### config.mk
export PLATFORM = sky130hd
export DESIGN_NAME = azadi_jtag_dtm
export DESIGN_NICKNAME = d
export VERILOG_FILES = /design/src/rtl/azadi_jtag_dtm.sv
export SDC_FILE = /design/constraint.sdc
export NUM_CORES = 1
export LEC_CHECK = 0
export CAP_MARGIN = 20
export CORE_MARGIN = 10
export CORE_UTILIZATION = 55
export CTS_CLUSTER_DIAMETER = 30
export DETAILED_ROUTE_END_ITERATION = 6
export PLACE_DENSITY = 0.79
export SETUP_SLACK_MARGIN = 0.1
export SLEW_MARGIN = 5
export SYNTH_ARGS = -nofsm -noshare
export SYNTH_HDL_FRONTEND = slang
export SYNTH_SLANG_ARGS = --single-unit
export TNS_END_PERCENT = 1
### constraint.sdc
create_clock -name clock -period 5.6 [get_ports clock]
set_input_delay 1.12 -clock clock [delete_from_list [all_inputs] [get_ports clock]]
set_output_delay 1.12 -clock clock [all_outputs]
set_load 0.05 [all_outputs]
### src/rtl/azadi_jtag_dtm.sv
// JTAG debug transport module: oversampled TAP controller feeding a DMI request/response engine.
// TCK/TMS/TDI/TRST are synchronised into the system clock domain; all TAP activity runs on detected TCK edges.
module azadi_jtag_dtm #(
    parameter int unsigned IrLength   = 5,
    parameter logic [31:0] IdCode     = 32'h04F5484D,
    parameter int unsigned AbitsW     = 7,
    parameter int unsigned SyncStages = 2
) (
    input  logic              clock,
    input  logic              reset_ni,
    input  logic              jtag_tck_i,
    input  logic              jtag_tms_i,
    input  logic              jtag_tdi_i,
    input  logic              jtag_trst_ni,
    output logic              jtag_tdo_o,
    output logic              jtag_tdo_oe_o,
    output logic              dmi_req_valid_o,
    input  logic              dmi_req_ready_i,
    output logic [AbitsW-1:0] dmi_req_addr_o,
    output logic [1:0]        dmi_req_op_o,
    output logic [31:0]       dmi_req_data_o,
    input  logic              dmi_rsp_valid_i,
    output logic              dmi_rsp_ready_o,
    input  logic [31:0]       dmi_rsp_data_i,
    input  logic [1:0]        dmi_rsp_resp_i,
    output logic              dmi_rst_no
);

    localparam int unsigned       DmiW       = AbitsW + 34;
    localparam logic [IrLength-1:0] IrIdcode = IrLength'(5'h01);
    localparam logic [IrLength-1:0] IrDtmcs  = IrLength'(5'h10);
    localparam logic [IrLength-1:0] IrDmi    = IrLength'(5'h11);
    localparam logic [5:0]        AbitsField = 6'(AbitsW);

    typedef enum logic [3:0] {
        TLR, RTI, SEL_DR, CAP_DR, SH_DR, EX1_DR, PAU_DR, EX2_DR, UPD_DR,
        SEL_IR, CAP_IR, SH_IR, EX1_IR, PAU_IR, EX2_IR, UPD_IR
    } tap_e;

    typedef enum logic [1:0] {E_IDLE, E_REQ, E_RSP} eng_e;

    // First error wins: a non-zero sticky status is never overwritten.
    function automatic logic [1:0] sticky(input logic [1:0] cur, input logic [1:0] err);
        return (cur == 2'd0) ? err : cur;
    endfunction

    logic [SyncStages-1:0] tck_sync, tms_sync, tdi_sync, trst_sync;
    logic                  tck_prev;
    logic                  tck_s, tms_s, tdi_s, trst_s;
    logic                  tck_rise, tck_fall, tap_step;

    tap_e                  tap_q, tap_next;
    eng_e                  eng_q, eng_next;

    logic [IrLength-1:0]   ir, ir_sr;
    logic [31:0]           dr32;
    logic [DmiW-1:0]       dmi_sr;
    logic                  byp;
    logic                  tdo_mux, shifting;
    logic                  sel_idcode, sel_dtmcs, sel_dmi;
    logic [31:0]           dtmcs_val;

    logic [1:0]            dmistat;
    logic [AbitsW-1:0]     last_addr;
    logic [31:0]           last_rsp_data;
    logic                  upd_dr_p1;
    logic                  busy, cap_dmi, dmi_upd, launch, hard_rst, clr_stat, rsp_take;
    logic [1:0]            op_in;

    always_ff @(posedge clock or negedge reset_ni) begin
        if (!reset_ni) begin
            tck_sync  <= '0;
            tms_sync  <= '1;
            tdi_sync  <= '0;
            trst_sync <= '0;
            tck_prev  <= 1'b0;
        end else begin
            tck_sync  <= {tck_sync[SyncStages-2:0], jtag_tck_i};
            tms_sync  <= {tms_sync[SyncStages-2:0], jtag_tms_i};
            tdi_sync  <= {tdi_sync[SyncStages-2:0], jtag_tdi_i};
            trst_sync <= {trst_sync[SyncStages-2:0], jtag_trst_ni};
            tck_prev  <= tck_sync[SyncStages-1];
        end
    end

    assign tck_s    = tck_sync[SyncStages-1];
    assign tms_s    = tms_sync[SyncStages-1];
    assign tdi_s    = tdi_sync[SyncStages-1];
    assign trst_s   = trst_sync[SyncStages-1];
    assign tck_rise = tck_s & ~tck_prev;
    assign tck_fall = ~tck_s & tck_prev;
    assign tap_step = tck_rise & trst_s;

    always_ff @(posedge clock or negedge reset_ni) begin
        if (!reset_ni)      tap_q <= TLR;
        else if (!trst_s)   tap_q <= TLR;
        else if (tck_rise)  tap_q <= tap_next;
    end

    always_comb begin
        tap_next = tap_q;
        unique case (tap_q)
            TLR:    tap_next = tms_s ? TLR    : RTI;
            RTI:    tap_next = tms_s ? SEL_DR : RTI;
            SEL_DR: tap_next = tms_s ? SEL_IR : CAP_DR;
            CAP_DR: tap_next = tms_s ? EX1_DR : SH_DR;
            SH_DR:  tap_next = tms_s ? EX1_DR : SH_DR;
            EX1_DR: tap_next = tms_s ? UPD_DR : PAU_DR;
            PAU_DR: tap_next = tms_s ? EX2_DR : PAU_DR;
            EX2_DR: tap_next = tms_s ? UPD_DR : SH_DR;
            UPD_DR: tap_next = tms_s ? SEL_DR : RTI;
            SEL_IR: tap_next = tms_s ? TLR    : CAP_IR;
            CAP_IR: tap_next = tms_s ? EX1_IR : SH_IR;
            SH_IR:  tap_next = tms_s ? EX1_IR : SH_IR;
            EX1_IR: tap_next = tms_s ? UPD_IR : PAU_IR;
            PAU_IR: tap_next = tms_s ? EX2_IR : PAU_IR;
            EX2_IR: tap_next = tms_s ? UPD_IR : SH_IR;
            UPD_IR: tap_next = tms_s ? SEL_DR : RTI;
            default: tap_next = TLR;
        endcase
    end

    always_ff @(posedge clock or negedge reset_ni) begin
        if (!reset_ni) begin
            ir    <= IrIdcode;
            ir_sr <= '0;
        end else if (!trst_s || tap_q == TLR) begin
            ir    <= IrIdcode;
        end else if (tck_rise) begin
            if (tap_q == CAP_IR)     ir_sr <= IrLength'(2'b01);
            else if (tap_q == SH_IR) ir_sr <= {tdi_s, ir_sr[IrLength-1:1]};
            if (tap_next == UPD_IR)  ir    <= ir_sr;
        end
    end

    assign sel_idcode = (ir == IrIdcode);
    assign sel_dtmcs  = (ir == IrDtmcs);
    assign sel_dmi    = (ir == IrDmi);
    assign dtmcs_val  = {14'b0, 1'b0, 1'b0, 1'b0, 3'd1, dmistat, AbitsField, 4'd1};
    assign busy       = (eng_q != E_IDLE);

    // Data registers carry no reset; every scan starts with a capture.
    always_ff @(posedge clock) begin
        if (tap_step && tap_q == CAP_DR) begin
            dr32   <= sel_dtmcs ? dtmcs_val : IdCode;
            dmi_sr <= {last_addr, last_rsp_data, busy ? 2'd3 : dmistat};
            byp    <= 1'b0;
        end else if (tap_step && tap_q == SH_DR) begin
            dr32   <= {tdi_s, dr32[31:1]};
            dmi_sr <= {tdi_s, dmi_sr[DmiW-1:1]};
            byp    <= tdi_s;
        end
    end

    assign shifting = (tap_q == SH_DR) || (tap_q == SH_IR);

    always_comb begin
        tdo_mux = byp;
        if (tap_q == SH_IR)               tdo_mux = ir_sr[0];
        else if (sel_dmi)                 tdo_mux = dmi_sr[0];
        else if (sel_idcode || sel_dtmcs) tdo_mux = dr32[0];
    end

    always_ff @(posedge clock or negedge reset_ni) begin
        if (!reset_ni) begin
            jtag_tdo_o    <= 1'b0;
            jtag_tdo_oe_o <= 1'b0;
        end else if (tck_fall) begin
            jtag_tdo_o    <= shifting & tdo_mux;
            jtag_tdo_oe_o <= shifting;
        end
    end

    // Update-DR stage: acts one clock after the TCK rise that enters Update-DR.
    always_ff @(posedge clock or negedge reset_ni) begin
        if (!reset_ni) upd_dr_p1 <= 1'b0;
        else           upd_dr_p1 <= tap_step && (tap_next == UPD_DR);
    end

    assign op_in    = dmi_sr[1:0];
    assign cap_dmi  = tap_step && (tap_q == CAP_DR) && sel_dmi;
    assign dmi_upd  = upd_dr_p1 && sel_dmi;
    assign launch   = dmi_upd && !busy && (dmistat == 2'd0) && (op_in == 2'd1 || op_in == 2'd2);
    assign hard_rst = upd_dr_p1 && sel_dtmcs && dr32[17];
    assign clr_stat = upd_dr_p1 && sel_dtmcs && (dr32[16] || dr32[17]);
    assign rsp_take = (eng_q == E_RSP) && dmi_rsp_valid_i && !hard_rst;

    always_ff @(posedge clock or negedge reset_ni) begin
        if (!reset_ni) eng_q <= E_IDLE;
        else           eng_q <= eng_next;
    end

    always_comb begin
        eng_next = eng_q;
        if (hard_rst) begin
            eng_next = E_IDLE;
        end else begin
            unique case (eng_q)
                E_IDLE:  if (launch)          eng_next = E_REQ;
                E_REQ:   if (dmi_req_ready_i) eng_next = E_RSP;
                E_RSP:   if (dmi_rsp_valid_i) eng_next = E_IDLE;
                default: eng_next = E_IDLE;
            endcase
        end
    end

    assign dmi_req_valid_o = (eng_q == E_REQ);
    assign dmi_rsp_ready_o = (eng_q == E_RSP);

    always_ff @(posedge clock or negedge reset_ni) begin
        if (!reset_ni) begin
            dmistat        <= 2'd0;
            last_addr      <= '0;
            last_rsp_data  <= '0;
            dmi_req_addr_o <= '0;
            dmi_req_data_o <= '0;
            dmi_req_op_o   <= 2'd0;
            dmi_rst_no     <= 1'b1;
        end else begin
            dmi_rst_no <= !hard_rst;
            if (clr_stat) begin
                dmistat <= 2'd0;
            end else if ((cap_dmi || dmi_upd) && busy) begin
                dmistat <= sticky(dmistat, 2'd3);
            end else if (rsp_take && dmi_rsp_resp_i[1]) begin
                dmistat <= sticky(dmistat, dmi_rsp_resp_i);
            end
            if (launch) begin
                dmi_req_addr_o <= dmi_sr[DmiW-1:34];
                dmi_req_data_o <= dmi_sr[33:2];
                dmi_req_op_o   <= op_in;
                last_addr      <= dmi_sr[DmiW-1:34];
            end
            if (rsp_take) last_rsp_data <= dmi_rsp_data_i;
        end
    end

endmodule
==> impl_metrics.toml <==
[cts]
holdBufCountCts = 0
clock_path_buffers = 2
clock_sinks = 178
root_buffer = "clkbuf_16"
clk-insertion-delay-late_ps = 430
path_clk_slew_ps = 60
h-tree-depth = 4
post_cts_resized = 0
postCtsSetupBuffers = 0
tritoncts.num_buffers = 17
tritoncts = "done"

[sta]
fin_ws_ps = 2540
maxSlewViolCount = 0
fin_tns_setup_ps = 0
fin_crit_ps = 3060
clock.fmax_mhz = 327
worstMarginPinSlew_ps = 837
setup_viol = 0
period_share = 0.547
rsz0062_at_grt = "false"
fin_skew_ps = 5.45
hold_viol = 0
slew_headroom = 0.437

[synthesis]
syn_area_per_cell_um2 = 12.8
synth_largest_area_cell = "dfrtp_1"
async_flop_share = 0.584
synthTopCellsByArea = "dfrtp_1 (34%), edfxtp_1 (30%), mux2_2 (11%)"
yosys.cell_count.top_type = "nand2_1"
synthTopCellsByCount = "nand2_1 (143), dfrtp_1 (100), edfxtp_1 (73), mux2_2 (70), clkbuf_1 (19)"
synth-xor-area-share = 0.00239
netlist.area_leader.share = 0.342
synth_compound_area_frac = 0.0610
synthMuxAreaShare = 0.120
syn-num-nets = 616
ys_types = 56
synth-main-ff-cell = "dfrtp_1"
synth.cell_area_mm2 = 0.00732
synth_edf_count = 73
synth_top_family_by_area = "simple AND/OR/NAND/NOR gates"
synthCells = 574
ys_warn_count = 0
synth-seq-cells = 178
yosysSeqAreaShare = 0.658
yosys.area_share.adder = 0
synth-simple-area-share = 0.133

[detailed_routing]
wirelength_mm = 14.3
drc_errors = 0
antenna_left = 0
drtIter0Drc = 362
wire_per_inst_um = 17.0
num_vias = 4536
drt_pre_antenna_iters = 5
vias_per_cell = 5.39

[floorplan]
core-area_mm2 = 0.0131
rows = 42
die_h_um = 135
die_w_um = 135
initial_core_util = 0.557
io_pins = 88
dieArea_mm2 = 0.0183

[final_layout]
diodes = 0
area_growth_pct = 22.7
final_cell_area_mm2 = 0.00898
drive_gt1_frac = 0.182
utilization = 0.684
finalNonFillerCells = 842
nNetsFinal = 695

[power]
p_per_area_mw_per_mm2 = 295
total_leakage_power_nw = 3.83
irDropWorstVdd_uv = 159

[critical_path]
critical_path_required_ps = 5780
crit_path_start_kind = "flop"
crit_path_end_kind = "flop"
cp_max_fo = 64
cpPeakStageDelay_ps = 810
path_cells = "nand2_1 > or4_4 > or3_1 > o22a_1"
crit_type = "reg -> reg"
slowest_stage = "dfrtp_1"
cp.arrival_ps = 3240

[placed_design]
placed_area_mm2 = 0.00831
port_buffers = 87
place_inst = 807
gp_congestion = 0.842
dpl.hpwl_mm = 9.40
dp_slack_ps = 2210

[global_routing]
grt_max_degree = 65
grt_use_total = 0.162
grt_pass1_vias = 4739
grt_first_pass_wirelength_mm = 23.8
antenna_found_initial = 0
overflow = 0

[outcome]
outcome = "finished, final reports clean"

[worst_hold_path]
hp-class = "reg -> reg"

[flow_run]
cap_violations = 0
-- final timing paths --
path / startpoint / endpoint / slack [ps] / cells past startpoint
setup / recovery: tap_q[0] / dr32[11] / 2540 / 4
hold / removal: trst_sync[0] / trst_sync[1] / 350 / 0
setup reg to reg: tap_q[0] / dr32[11] / 2540 / 4
hold reg to reg: trst_sync[0] / trst_sync[1] / 350 / 0
max in group asynchronous: reset_ni / last_rsp_data[4] / 3710 / 2
min in group asynchronous: reset_ni / dmi_req_data_o[2] / 690 / 1
-- report_power, final --
| group | switching, mW | leakage, nW | internal [mW] |
|---|---|---|---|
| logic | 0.0269 | 1.46 | 0.0311 |
| clock network | 0.488 | 0.293 | 0.740 |
| registers | 0.00764 | 2.08 | 1.35 |
-- through the flow --
stage / hold slack (ps) / total power, mW
3_3_place_gp: 333 / 1.45
3_5_place_dp: 341 / 1.45
6_report: 355 / 2.65
4_1_cts: 355 / 2.66
2_1_floorplan: 331 / 1.40
5_1_grt: 363 / 2.72
-- cell families (layout without fill, tap and decap cells) --
family,after synthesis,in the layout
buf+inv,40,132
compound gates,66,66
flops,178,178
simple gates,209,209
mux,79,79
xor+xnor,2,2
-- worst max-delay path: cells and delay by family (launching register included) --
| family | cells | cell delay, ps |
|---|---|---|
| simple gates | 3 | 1690 |
| flops | 1 | 810 |
| compound gates | 1 | 280 |
-- cell usage in the layout (no fill, tap or decap), drive strengths merged, types with 8 or more instances in the layout --
cell type and count:
dfrtp 100, nor2 11, clkbuf 21, and2 15, a21oi 8, inv 8
nand2 143, edfxtp 73, o21ai 19, o21a 12, mux2 73, clkdlybuf4s50 86
-- state kept, by name, summed over array words and instances (netlist names), 2 cells and up --
| register | flops |
|---|---|
| dmi_sr | 41 |
| dmi_req_data_o | 32 |
| dr32 | 32 |
| last_rsp_data | 32 |
| last_addr | 7 |
| ir | 5 |
| ir_sr | 5 |
| tap_q | 4 |
| dmi_req_op_o | 2 |
| dmistat | 2 |
| eng_q | 2 |
| tck_sync | 2 |
| tdi_sync | 2 |
| tms_sync | 2 |
| trst_sync | 2 |
-- metal layers --
layer,global-route usage,vias to the layer above,share of wire
li1,-,2153,-
met5,0,-,0
met2,0.268,102,0.51
met1,0.201,2257,0.43
met4,0.0676,0,0.017
met3,0.0397,24,0.042
-- final cells by class --
cell class                      count  area, um2
Clock buffer                       20        468
Clock inverter                     12        151
Fill cell                         949       4150
Inverter                            6       22.5
Multi-Input combinational cell    356       2350
Sequential cell                   178       4820
Tap cell                          176        220
Timing Repair Buffer               94        951
Note: power is estimated with default switching activity, not from simulation.
